`config.mk`:
```
export PLATFORM = sky130hd
export DESIGN_NAME = sargantana_icache_mshr
export DESIGN_NICKNAME = d
export VERILOG_FILES = /design/src/rtl/sargantana_icache_mshr.sv
export SDC_FILE = /design/constraint.sdc
export NUM_CORES = 2
export LEC_CHECK = 0
export ABC_AREA = 1
export CAP_MARGIN = 20
export CORE_ASPECT_RATIO = 0.9
export CORE_MARGIN = 2
export CORE_UTILIZATION = 52
export DETAILED_ROUTE_END_ITERATION = 16
export MAX_ROUTING_LAYER = met4
export PLACE_DENSITY = 0.77
export SETUP_SLACK_MARGIN = 0.02
export SYNTH_ARGS = -nofsm -noshare
export SYNTH_HDL_FRONTEND = slang
export SYNTH_SLANG_ARGS = --single-unit
```
`constraint.sdc`:
```
create_clock -name clk_i -period 15.5 [get_ports clk_i]
set_input_delay 3.1 -clock clk_i [delete_from_list [all_inputs] [get_ports clk_i]]
set_output_delay 3.1 -clock clk_i [all_outputs]
set_load 0.02 [all_outputs]
```
`src/rtl/sargantana_icache_mshr.sv`:
```
// Purpose: miss-status holding registers for the icache; tracks up to N_MSHR line fills, merges secondary misses, reassembles beats.
// Latency: accepted miss -> ifill request next cycle at the earliest; last beat -> array fill request next cycle at the earliest.
// Backpressure: miss_ready_o drops when full or on kill/flush; ifill and fill requests hold until their handshake; responses are never stalled.
module sargantana_icache_mshr #(
    parameter int N_MSHR       = 4,
    parameter int LINE_ADDR_W  = 34,
    parameter int N_WAY        = 4,
    parameter int BEAT_W       = 256,
    parameter int N_BEATS      = 2,
    localparam int WAY_W       = $clog2(N_WAY),
    localparam int ID_W        = $clog2(N_MSHR),
    localparam int BIDX_W      = (N_BEATS > 1) ? $clog2(N_BEATS) : 1,
    localparam int LINE_W      = N_BEATS * BEAT_W
) (
    input  logic                   clk_i,
    input  logic                   rstn_i,
    input  logic                   kill_i,
    input  logic                   flush_i,
    input  logic                   miss_valid_i,
    output logic                   miss_ready_o,
    input  logic [LINE_ADDR_W-1:0] miss_paddr_i,
    input  logic [WAY_W-1:0]       miss_way_i,
    output logic                   miss_merged_o,
    output logic                   ifill_req_valid_o,
    input  logic                   ifill_req_ready_i,
    output logic [LINE_ADDR_W-1:0] ifill_req_paddr_o,
    output logic [ID_W-1:0]        ifill_req_id_o,
    input  logic                   ifill_resp_valid_i,
    input  logic [ID_W-1:0]        ifill_resp_id_i,
    input  logic [BIDX_W-1:0]      ifill_resp_beat_i,
    input  logic [BEAT_W-1:0]      ifill_resp_data_i,
    input  logic                   inv_valid_i,
    input  logic [LINE_ADDR_W-1:0] inv_paddr_i,
    output logic                   fill_valid_o,
    input  logic                   fill_ready_i,
    output logic [LINE_ADDR_W-1:0] fill_paddr_o,
    output logic [WAY_W-1:0]       fill_way_o,
    output logic [LINE_W-1:0]      fill_data_o,
    output logic [ID_W:0]          outstanding_o,
    output logic                   busy_o
);

    typedef enum logic [2:0] {
        S_FREE,
        S_WAIT_SEND,
        S_WAIT_RESP,
        S_FILL,
        S_WRITE
    } state_e;

    state_e                 state [N_MSHR];
    logic [LINE_ADDR_W-1:0] paddr [N_MSHR];
    logic [WAY_W-1:0]       way   [N_MSHR];
    logic [N_BEATS-1:0]     bmask [N_MSHR];
    logic [LINE_W-1:0]      data  [N_MSHR];
    logic [N_MSHR-1:0]      drop;

    logic                   kill_any;
    logic                   any_free;
    logic                   match;
    logic                   accept;
    logic                   req_found;
    logic                   fill_found;
    logic [ID_W-1:0]        alloc_idx;
    logic [ID_W-1:0]        req_idx;
    logic [ID_W-1:0]        fill_idx;
    logic [ID_W:0]          outstanding;
    logic [N_MSHR-1:0]      inv_hit;
    logic [N_MSHR-1:0]      beat_hit;
    logic [N_MSHR-1:0]      last_beat;
    logic [N_MSHR-1:0]      drop_nx;
    logic [N_BEATS-1:0]     mask_nx [N_MSHR];

    // Per-entry lookups, lowest-index arbitration and next drop/beat-mask values.
    always_comb begin
        kill_any    = kill_i | flush_i;
        any_free    = 1'b0;
        match       = 1'b0;
        req_found   = 1'b0;
        fill_found  = 1'b0;
        alloc_idx   = '0;
        req_idx     = '0;
        fill_idx    = '0;
        outstanding = '0;
        inv_hit     = '0;
        beat_hit    = '0;
        last_beat   = '0;
        drop_nx     = '0;
        for (int i = 0; i < N_MSHR; i++) begin
            mask_nx[i] = bmask[i];
            inv_hit[i] = inv_valid_i && (state[i] != S_FREE) && (paddr[i] == inv_paddr_i);
            if ((state[i] == S_FREE) && !any_free) begin
                any_free  = 1'b1;
                alloc_idx = ID_W'(i);
            end
            if ((state[i] != S_FREE) && !drop[i] && (paddr[i] == miss_paddr_i))
                match = 1'b1;
            if ((state[i] == S_WAIT_SEND) && !req_found) begin
                req_found = 1'b1;
                req_idx   = ID_W'(i);
            end
            // An invalidated WRITE entry is withdrawn in the same cycle.
            if ((state[i] == S_WRITE) && !inv_hit[i] && !fill_found) begin
                fill_found = 1'b1;
                fill_idx   = ID_W'(i);
            end
            if (state[i] != S_FREE)
                outstanding = outstanding + (ID_W+1)'(1);
            drop_nx[i] = drop[i] | inv_hit[i] |
                         (kill_any && ((state[i] == S_WAIT_RESP) || (state[i] == S_FILL)));
            beat_hit[i] = ifill_resp_valid_i && (ifill_resp_id_i == ID_W'(i)) &&
                          ((state[i] == S_WAIT_RESP) || (state[i] == S_FILL)) &&
                          !bmask[i][ifill_resp_beat_i];
            if (beat_hit[i])
                mask_nx[i][ifill_resp_beat_i] = 1'b1;
            last_beat[i] = beat_hit[i] && (&mask_nx[i]);
        end
        // A same-cycle invalidation of the missing line wins: never merge into it.
        if (inv_valid_i && (inv_paddr_i == miss_paddr_i))
            match = 1'b0;
    end

    assign miss_ready_o      = rstn_i && !kill_any && (match || any_free);
    assign accept            = miss_valid_i && miss_ready_o;
    assign miss_merged_o     = accept && match;
    assign ifill_req_valid_o = rstn_i && req_found && !kill_any;
    assign ifill_req_paddr_o = ifill_req_valid_o ? paddr[req_idx] : '0;
    assign ifill_req_id_o    = ifill_req_valid_o ? req_idx : '0;
    assign fill_valid_o      = rstn_i && fill_found && !flush_i;
    assign fill_paddr_o      = fill_valid_o ? paddr[fill_idx] : '0;
    assign fill_way_o        = fill_valid_o ? way[fill_idx] : '0;
    assign fill_data_o       = fill_valid_o ? data[fill_idx] : '0;
    assign outstanding_o     = outstanding;
    assign busy_o            = (outstanding != '0);

    // Entry lifecycle: allocate, issue, collect beats, write back, or drop.
    always_ff @(posedge clk_i) begin
        if (!rstn_i) begin
            for (int i = 0; i < N_MSHR; i++) begin
                state[i] <= S_FREE;
                bmask[i] <= '0;
            end
            drop <= '0;
        end else begin
            for (int i = 0; i < N_MSHR; i++) begin
                case (state[i])
                    S_FREE: begin
                        if (accept && !match && (alloc_idx == ID_W'(i))) begin
                            state[i] <= S_WAIT_SEND;
                            paddr[i] <= miss_paddr_i;
                            way[i]   <= miss_way_i;
                            drop[i]  <= 1'b0;
                            bmask[i] <= '0;
                        end
                    end
                    S_WAIT_SEND: begin
                        if (kill_any) begin
                            state[i] <= S_FREE;
                            drop[i]  <= 1'b0;
                        end else begin
                            drop[i] <= drop_nx[i];
                            if (ifill_req_valid_o && ifill_req_ready_i && (req_idx == ID_W'(i)))
                                state[i] <= S_WAIT_RESP;
                        end
                    end
                    S_WAIT_RESP, S_FILL: begin
                        bmask[i] <= mask_nx[i];
                        drop[i]  <= drop_nx[i];
                        if (last_beat[i]) begin
                            if (drop_nx[i]) begin
                                state[i] <= S_FREE;
                                drop[i]  <= 1'b0;
                                bmask[i] <= '0;
                            end else begin
                                state[i] <= S_WRITE;
                            end
                        end else if (beat_hit[i]) begin
                            state[i] <= S_FILL;
                        end
                    end
                    S_WRITE: begin
                        if (flush_i || inv_hit[i] ||
                            (fill_valid_o && fill_ready_i && (fill_idx == ID_W'(i)))) begin
                            state[i] <= S_FREE;
                            drop[i]  <= 1'b0;
                            bmask[i] <= '0;
                        end
                    end
                    default: state[i] <= S_FREE;
                endcase
            end
        end
    end

    // Line storage: each accepted beat lands in its slot; no reset needed.
    always_ff @(posedge clk_i) begin
        for (int i = 0; i < N_MSHR; i++) begin
            if (beat_hit[i])
                data[i][int'(ifill_resp_beat_i)*BEAT_W +: BEAT_W] <= ifill_resp_data_i;
        end
    end

endmodule

```
Word level (Yosys, flattened, before mapping) --
Memory sizes are Yosys's and may differ from the RTL's. Index checks and enable logic that the tools add are counted.
Storage, ports and cells: flip-flop bits (word level) 4, memories 5, output and inout port bits 592, bits in writable memories 2212, input port bits 338
Memories:
- data | words 4, bits a word 512, rd ports 1, clocked after Yosys merged registers in 0, write ports 1, RTL line 55 | logic [LINE_W-1:0] data [N_MSHR];
- paddr | words 4, bits a word 34, rd ports 6, clocked after Yosys merged registers in 0, write ports 1, RTL line 52 | logic [LINE_ADDR_W-1:0] paddr [N_MSHR];
- state | words 4, bits a word 3, rd ports 4, clocked after Yosys merged registers in 0, write ports 4, RTL line 51 | state_e state [N_MSHR];
- bmask | words 4, bits a word 2, rd ports 4, clocked after Yosys merged registers in 0, write ports 4, RTL line 54 | logic [N_BEATS-1:0] bmask [N_MSHR];
- way | words 4, bits a word 2, rd ports 1, clocked after Yosys merged registers in 0, write ports 1, RTL line 53 | logic [WAY_W-1:0] way [N_MSHR];
Operators by class: add/subtract/negate cells 4, bitwise gates (word level) 61, order comparisons 2, mux-type cells 298, eq/ne operators 45, reduce and logical (&&, ||, !) cells 153, shifts and indexed selects 2
Operators with widths (number):
- two-way mux 512 bit | 11
- OR reduction 512 bit | 3
- variable shift 256 x 33 -> 512 bit, first input constant | 1
- variable part select 256 x 33 -> 512 bit | 1
- == test 34 bit | 9
- two-way mux 1 bit | 202
- two-way mux 34 bit | 5
- two-way mux 3 bit | 35
- OR reduction 34 bit | 3
- two-way mux 2 bit | 40
- logical AND 1 bit | 74
- bitwise OR 1 bit | 57
- negator 9 -> 33 bit | 1
- == test 3 x 2 -> 1 bit, second input constant | 8
- zero test 1 bit | 24
- OR reduction 5 bit | 4
- == test 2 bit, second input constant | 8
- != test 2 x 1 -> 1 bit, second input constant | 8
- case mux 1 bit (4 select lines) | 4
- nonzero test 4 bit | 4
- nonzero test 3 bit | 5
- OR reduction 2 bit | 7
- logical OR 1 bit | 13
- == test 3 x 1 -> 1 bit, second input constant | 4
- other kinds (11) | 34

Logic depth before layout (Yosys ltp) --
An unclocked memory read counts as a cell.
word-level depth 29, depth in mapped cells 21, gate-level depth less buffers 20

Worst setup path after synthesis --
OpenSTA, ideal clock, no wires.
kind input to register, start input port ifill_resp_valid_i, end memory state[1][0] (netlist name), enable pin, buffers on the path 0, setup slack -0.947 ns, data required time 15.181 ns, stages on the path 13, data arrival time 16.128 ns, path through inv_1 -> nor2_1 -> o211ai_1 -> nor3_1 -> inv_1 -> nor2_1 -> or2_2 -> nand3_1 -> nor2_1 -> nor2_1 -> nand2_1 -> nor2_1 -> nand3_1
RTL lines:
- start, declared | RTL line 28 | input logic ifill_resp_valid_i,
- end, declared | RTL line 51

Final worst setup path --
start input port inv_paddr_i[14], end output port fill_data_o[155]
On the way: cells in the longest elaborated chain, start to end 17, elaborated cells on any way between the ends 33, those cells by class 4 x eq/ne; 8 x mux; 20 x reduce/logical; 1 x memory
Ends and longest elaborated chain:
- start, declared | RTL line 33 | input logic [LINE_ADDR_W-1:0] inv_paddr_i,
- branches (longest 16 deep; another with == test 34 bit)
- two-way mux 512 bit (*) | RTL line 132 | assign fill_data_o = fill_valid_o ? data[fill_idx] : '0;
- end, declared | RTL line 38 | output logic [LINE_W-1:0] fill_data_o,
Mark *: on every way between the ends.

==> impl_metrics.prom <==
# TYPE chip_impl_metric gauge
chip_impl_info{name="outcome",value="finished clean"} 1
chip_impl_info{name="cpLargestDelayFamily",value="buffers and inverters"} 1
chip_impl_metric{name="cts_max_level",unit=""} 4
chip_impl_metric{name="effective_utilization_at_floorplan",unit="%"} 52.5
chip_impl_metric{name="drc",unit=""} 0
chip_impl_metric{name="flow.area_growth_from_synthesis",unit="%"} 19.2
chip_impl_metric{name="die-width",unit="um"} 455
chip_impl_metric{name="layoutNonFillerInstCount",unit=""} 12400
chip_impl_info{name="critPathKind",value="input port to output port"} 1
chip_impl_metric{name="tritoncts.num_buffers",unit=""} 208
chip_impl_metric{name="drt-vias-per-instance",unit=""} 5.68
chip_impl_metric{name="drive_above_1_share",unit="%"} 4.62
chip_impl_metric{name="drv_slew",unit=""} 0
chip_impl_info{name="cts_tree",value="yes"} 1
chip_impl_metric{name="finalWorstPathRequiredPeriod",unit="ns"} 11.81
chip_impl_info{name="worstSetupEndpointType",value="output port"} 1
chip_impl_metric{name="grtUsageTotal",unit="%"} 35.8
chip_impl_info{name="most-common-layout-cells",value="3446 x sky130_fd_sc_hd__nand2_1, 2212 x sky130_fd_sc_hd__edfxtp_1, 1258 x sky130_fd_sc_hd__inv_1"} 1
chip_impl_metric{name="final_net_count",unit=""} 10100
chip_impl_metric{name="floorplan.rows",unit=""} 148
chip_impl_metric{name="max-slew-margin-rel",unit="%"} 5.16
chip_impl_metric{name="fmax",unit="GHz"} 0.0847
chip_impl_metric{name="route.vias.total",unit=""} 70600
chip_impl_metric{name="grt_max_degree",unit=""} 179
chip_impl_metric{name="placedCellCount",unit=""} 12000
chip_impl_metric{name="utilization",unit="%"} 62.6
chip_impl_metric{name="vdd_drop_max",unit="V"} 0.000112
chip_impl_metric{name="timing.setup.tns",unit="ns"} 0
chip_impl_metric{name="firstDrtPassIters",unit=""} 6
chip_impl_metric{name="worstSkewPairLatency",unit="ns"} 0.84
chip_impl_metric{name="total_leakage_power",unit="nW"} 45.9
chip_impl_metric{name="ctsLongestPathBuffers",unit=""} 3
chip_impl_metric{name="cts_resized",unit=""} 0
chip_impl_metric{name="critPathRequiredTime",unit="ns"} 12.40
chip_impl_metric{name="synth_cell_type_count",unit=""} 46
chip_impl_metric{name="syn_area",unit="mm2"} 0.0952
chip_impl_metric{name="critical-path-max-stage-delay",unit="ns"} 0.93
chip_impl_info{name="path_cells",value="clkdlybuf4s50_1 > inv_1 > nand2_1 > nand3_1 > nor2_1 > nand2_1 > nor2_1 > nand2_1 > nand2_2 > nand2_2 > buf_4 > inv_8 > buf_12 > nand2_1 > nand4_1 > nand2_1 > inv_1 > clkdlybuf4s50_1"} 1
chip_impl_metric{name="number_of_global_route_vias_before_repair",unit=""} 67400
chip_impl_metric{name="wl_per_cell",unit="um"} 26.6
chip_impl_metric{name="clk_pin_slew",unit="ns"} 0.07
chip_impl_metric{name="final_antenna_net_count",unit=""} 0
chip_impl_metric{name="path_max_fanout",unit=""} 137
chip_impl_metric{name="cp_data_arrival_time",unit="ns"} 8.71
chip_impl_metric{name="final.setup.worst_slack",unit="ns"} 3.69
chip_impl_info{name="layout.cells.most_common",value="sky130_fd_sc_hd__nand2_1"} 1
chip_impl_metric{name="cts_setup_buffers",unit=""} 0
chip_impl_metric{name="synth_sequential_area_ratio",unit="%"} 69.9
chip_impl_metric{name="syn_inst",unit=""} 8951
chip_impl_metric{name="cts-hold-fix-buffers",unit=""} 0
chip_impl_info{name="timing.critical_path.mode_cell",value="sky130_fd_sc_hd__nand2_1"} 1
chip_impl_metric{name="synth.avg_cell_area",unit="um2"} 10.6
chip_impl_metric{name="die_y",unit="um"} 410
chip_impl_metric{name="synth_seq_cells",unit=""} 2216
chip_impl_metric{name="synth-warning-count",unit=""} 0
chip_impl_metric{name="synth_nets",unit=""} 9295
chip_impl_metric{name="detailedPlacementHpwl",unit="um"} 217000
chip_impl_metric{name="dp_slack",unit="ns"} 3.82
chip_impl_metric{name="gpl.final_weighted_congestion",unit=""} 1.00
chip_impl_metric{name="max_cap_viol_count",unit=""} 0
chip_impl_metric{name="hold-worst-slack",unit="ns"} 0.613
chip_impl_metric{name="die_area",unit="mm2"} 0.186
chip_impl_metric{name="final_min_period_over_clock_period",unit="%"} 76.2
chip_impl_info{name="clock_tree_root",value="sky130_fd_sc_hd__clkbuf_16"} 1
chip_impl_metric{name="routed_wirelength",unit="um"} 331000
chip_impl_metric{name="grt_first_pass_wirelength",unit="um"} 468000
chip_impl_info{name="crit_slowest_cell",value="sky130_fd_sc_hd__clkdlybuf4s50_1"} 1
chip_impl_metric{name="grt-ovfl-total",unit=""} 0
chip_impl_metric{name="hold_viol_final",unit=""} 0
chip_impl_metric{name="setup-violations-final",unit=""} 0
chip_impl_metric{name="fp.coreArea",unit="mm2"} 0.181
chip_impl_metric{name="power_density",unit="mW/mm2"} 117
chip_impl_info{name="grt_setup_unrepaired",value="no"} 1
chip_impl_metric{name="fin_worst_skew",unit="ns"} 0.0525
chip_impl_info{name="cp-start-kind",value="input port"} 1
chip_impl_metric{name="cp_num_buf_inv",unit=""} 7
chip_impl_info{name="hold_path_class",value="flop to flop"} 1
chip_impl_metric{name="drt_iter0_markers",unit=""} 9076
chip_impl_metric{name="antenna_found_initial",unit=""} 64
chip_impl_metric{name="pin_count",unit=""} 930
chip_impl_metric{name="placement.io_buffers",unit=""} 929
chip_impl_metric{name="worst-slew-pin-transition",unit="ns"} 1.42
chip_impl_metric{name="cts_num_sinks",unit=""} 2216
[power breakdown]
group          leakage (nW)  switching (mW)  total, mW  internal [mW]
clock network          3.32            2.24       5.10           2.86
registers              20.3          0.0172       6.65           6.63
logic                  22.3            1.03       1.47          0.445
[synthesized netlist by cell type (all sizes together)]
master	count	area, um2
a2111oi	32	280
a211oi	1	7.51
a21boi	1	7.51
a21oi	20	100
a221oi	1	8.76
a22oi	1	7.51
a31oi	1	6.26
a32oi	1	8.76
and3	1	6.26
buf	262	1610
clkbuf	135	507
clkinv	5	18.8
dfxtp	4	80.1
edfxtp	2212	66400
ha	6	75.1
inv	1291	4850
mux2i	1	10.0
nand2	3451	13000
nand3	72	365
nand4	566	3540
nor2	579	2190
nor3	16	80.1
nor3b	1	7.51
nor4	9	56.3
nor4b	1	8.76
o2111ai	6	52.6
o211ai	4	30.0
o21ai	76	380
o21bai	3	22.5
o221ai	36	315
o22ai	83	519
o31ai	1	7.51
or2	10	62.6
xnor2	50	438
xor2	12	105
[kinds of logic (layout without fill, tap and decap cells)]
kind of cell / after synthesis / after routing / synth area share (%)
DFF: 2216 / 2216 / 69.9
buffers and inverters: 1693 / 2711 / 7.34
and+or+nand+nor: 4706 / 4706 / 20.3
xor gates and xnor gates: 62 / 62 / 0.571
adders and majority gates: 6 / 6 / 0.0789
other: 0 / 55 / 0
AOI/OAI and AO/OA: 267 / 267 / 1.84
muxes: 1 / 1 / 0.0105
[worst register-to-register path, cell delays in order (launching register included)]
cell                       delay (ns)
sky130_fd_sc_hd__edfxtp_1        0.48
sky130_fd_sc_hd__xnor2_1         0.63
sky130_fd_sc_hd__nand2_1         0.12
sky130_fd_sc_hd__nor2_1          0.18
sky130_fd_sc_hd__nand2_1         0.17
sky130_fd_sc_hd__nor2_1          0.17
sky130_fd_sc_hd__nand3_1         0.14
sky130_fd_sc_hd__nand2_2         0.14
sky130_fd_sc_hd__nand2_2         0.12
sky130_fd_sc_hd__nor2_4          0.14
sky130_fd_sc_hd__nand2_2         0.05
sky130_fd_sc_hd__buf_4           0.35
sky130_fd_sc_hd__inv_8           0.82
sky130_fd_sc_hd__buf_4           0.65
sky130_fd_sc_hd__nand3_1         0.14
sky130_fd_sc_hd__nand2_1         0.11
sky130_fd_sc_hd__nand2_1         0.12
sky130_fd_sc_hd__nand3_1         0.16
[through the flow]
stage	instance area, um2	power (mW)
floorplan	95200	7.56
global placement	106000	8.20
detailed placement	106000	8.22
CTS	113000	13.2
global route	113000	13.6
finish	113000	13.2
[worst paths after layout]
path                         from          endpoint  slack [ns]  depth (start not counted)
setup / recovery  inv_paddr_i[14]  fill_data_o[155]        3.69                         18
hold / removal        bmask[0][0]       bmask[0][0]        0.61                          2
setup reg to reg     paddr[1][20]       bmask[3][0]       10.52                         17
hold reg to reg       bmask[0][0]       bmask[0][0]        0.61                          2
[layer usage]
metal	track usage (%)	share of wire, %	vias up
met1	46.9	38	34400
met4	18.7	5.9	0
met3	6.91	9.9	722
li1	-	-	31200
met2	53.2	46	4199
met5	-	0	-
[area by class of cell]
class	count	area, um2
Antenna cell	55	138
Clock buffer	252	5450
Clock inverter	137	1350
Fill cell	13800	67900
Inverter	1296	4870
Multi-Input combinational cell	5042	21800
Sequential cell	2216	66500
Tap cell	2400	3000
Timing Repair Buffer	1026	10300
[sequential cells by signal, summed over array words and instances, names as in the netlist]
signal and flops:
way 8, bmask 8, data 2048, paddr 136
state 12, drop 4
No activity file was read; power rests on OpenSTA's default activity.
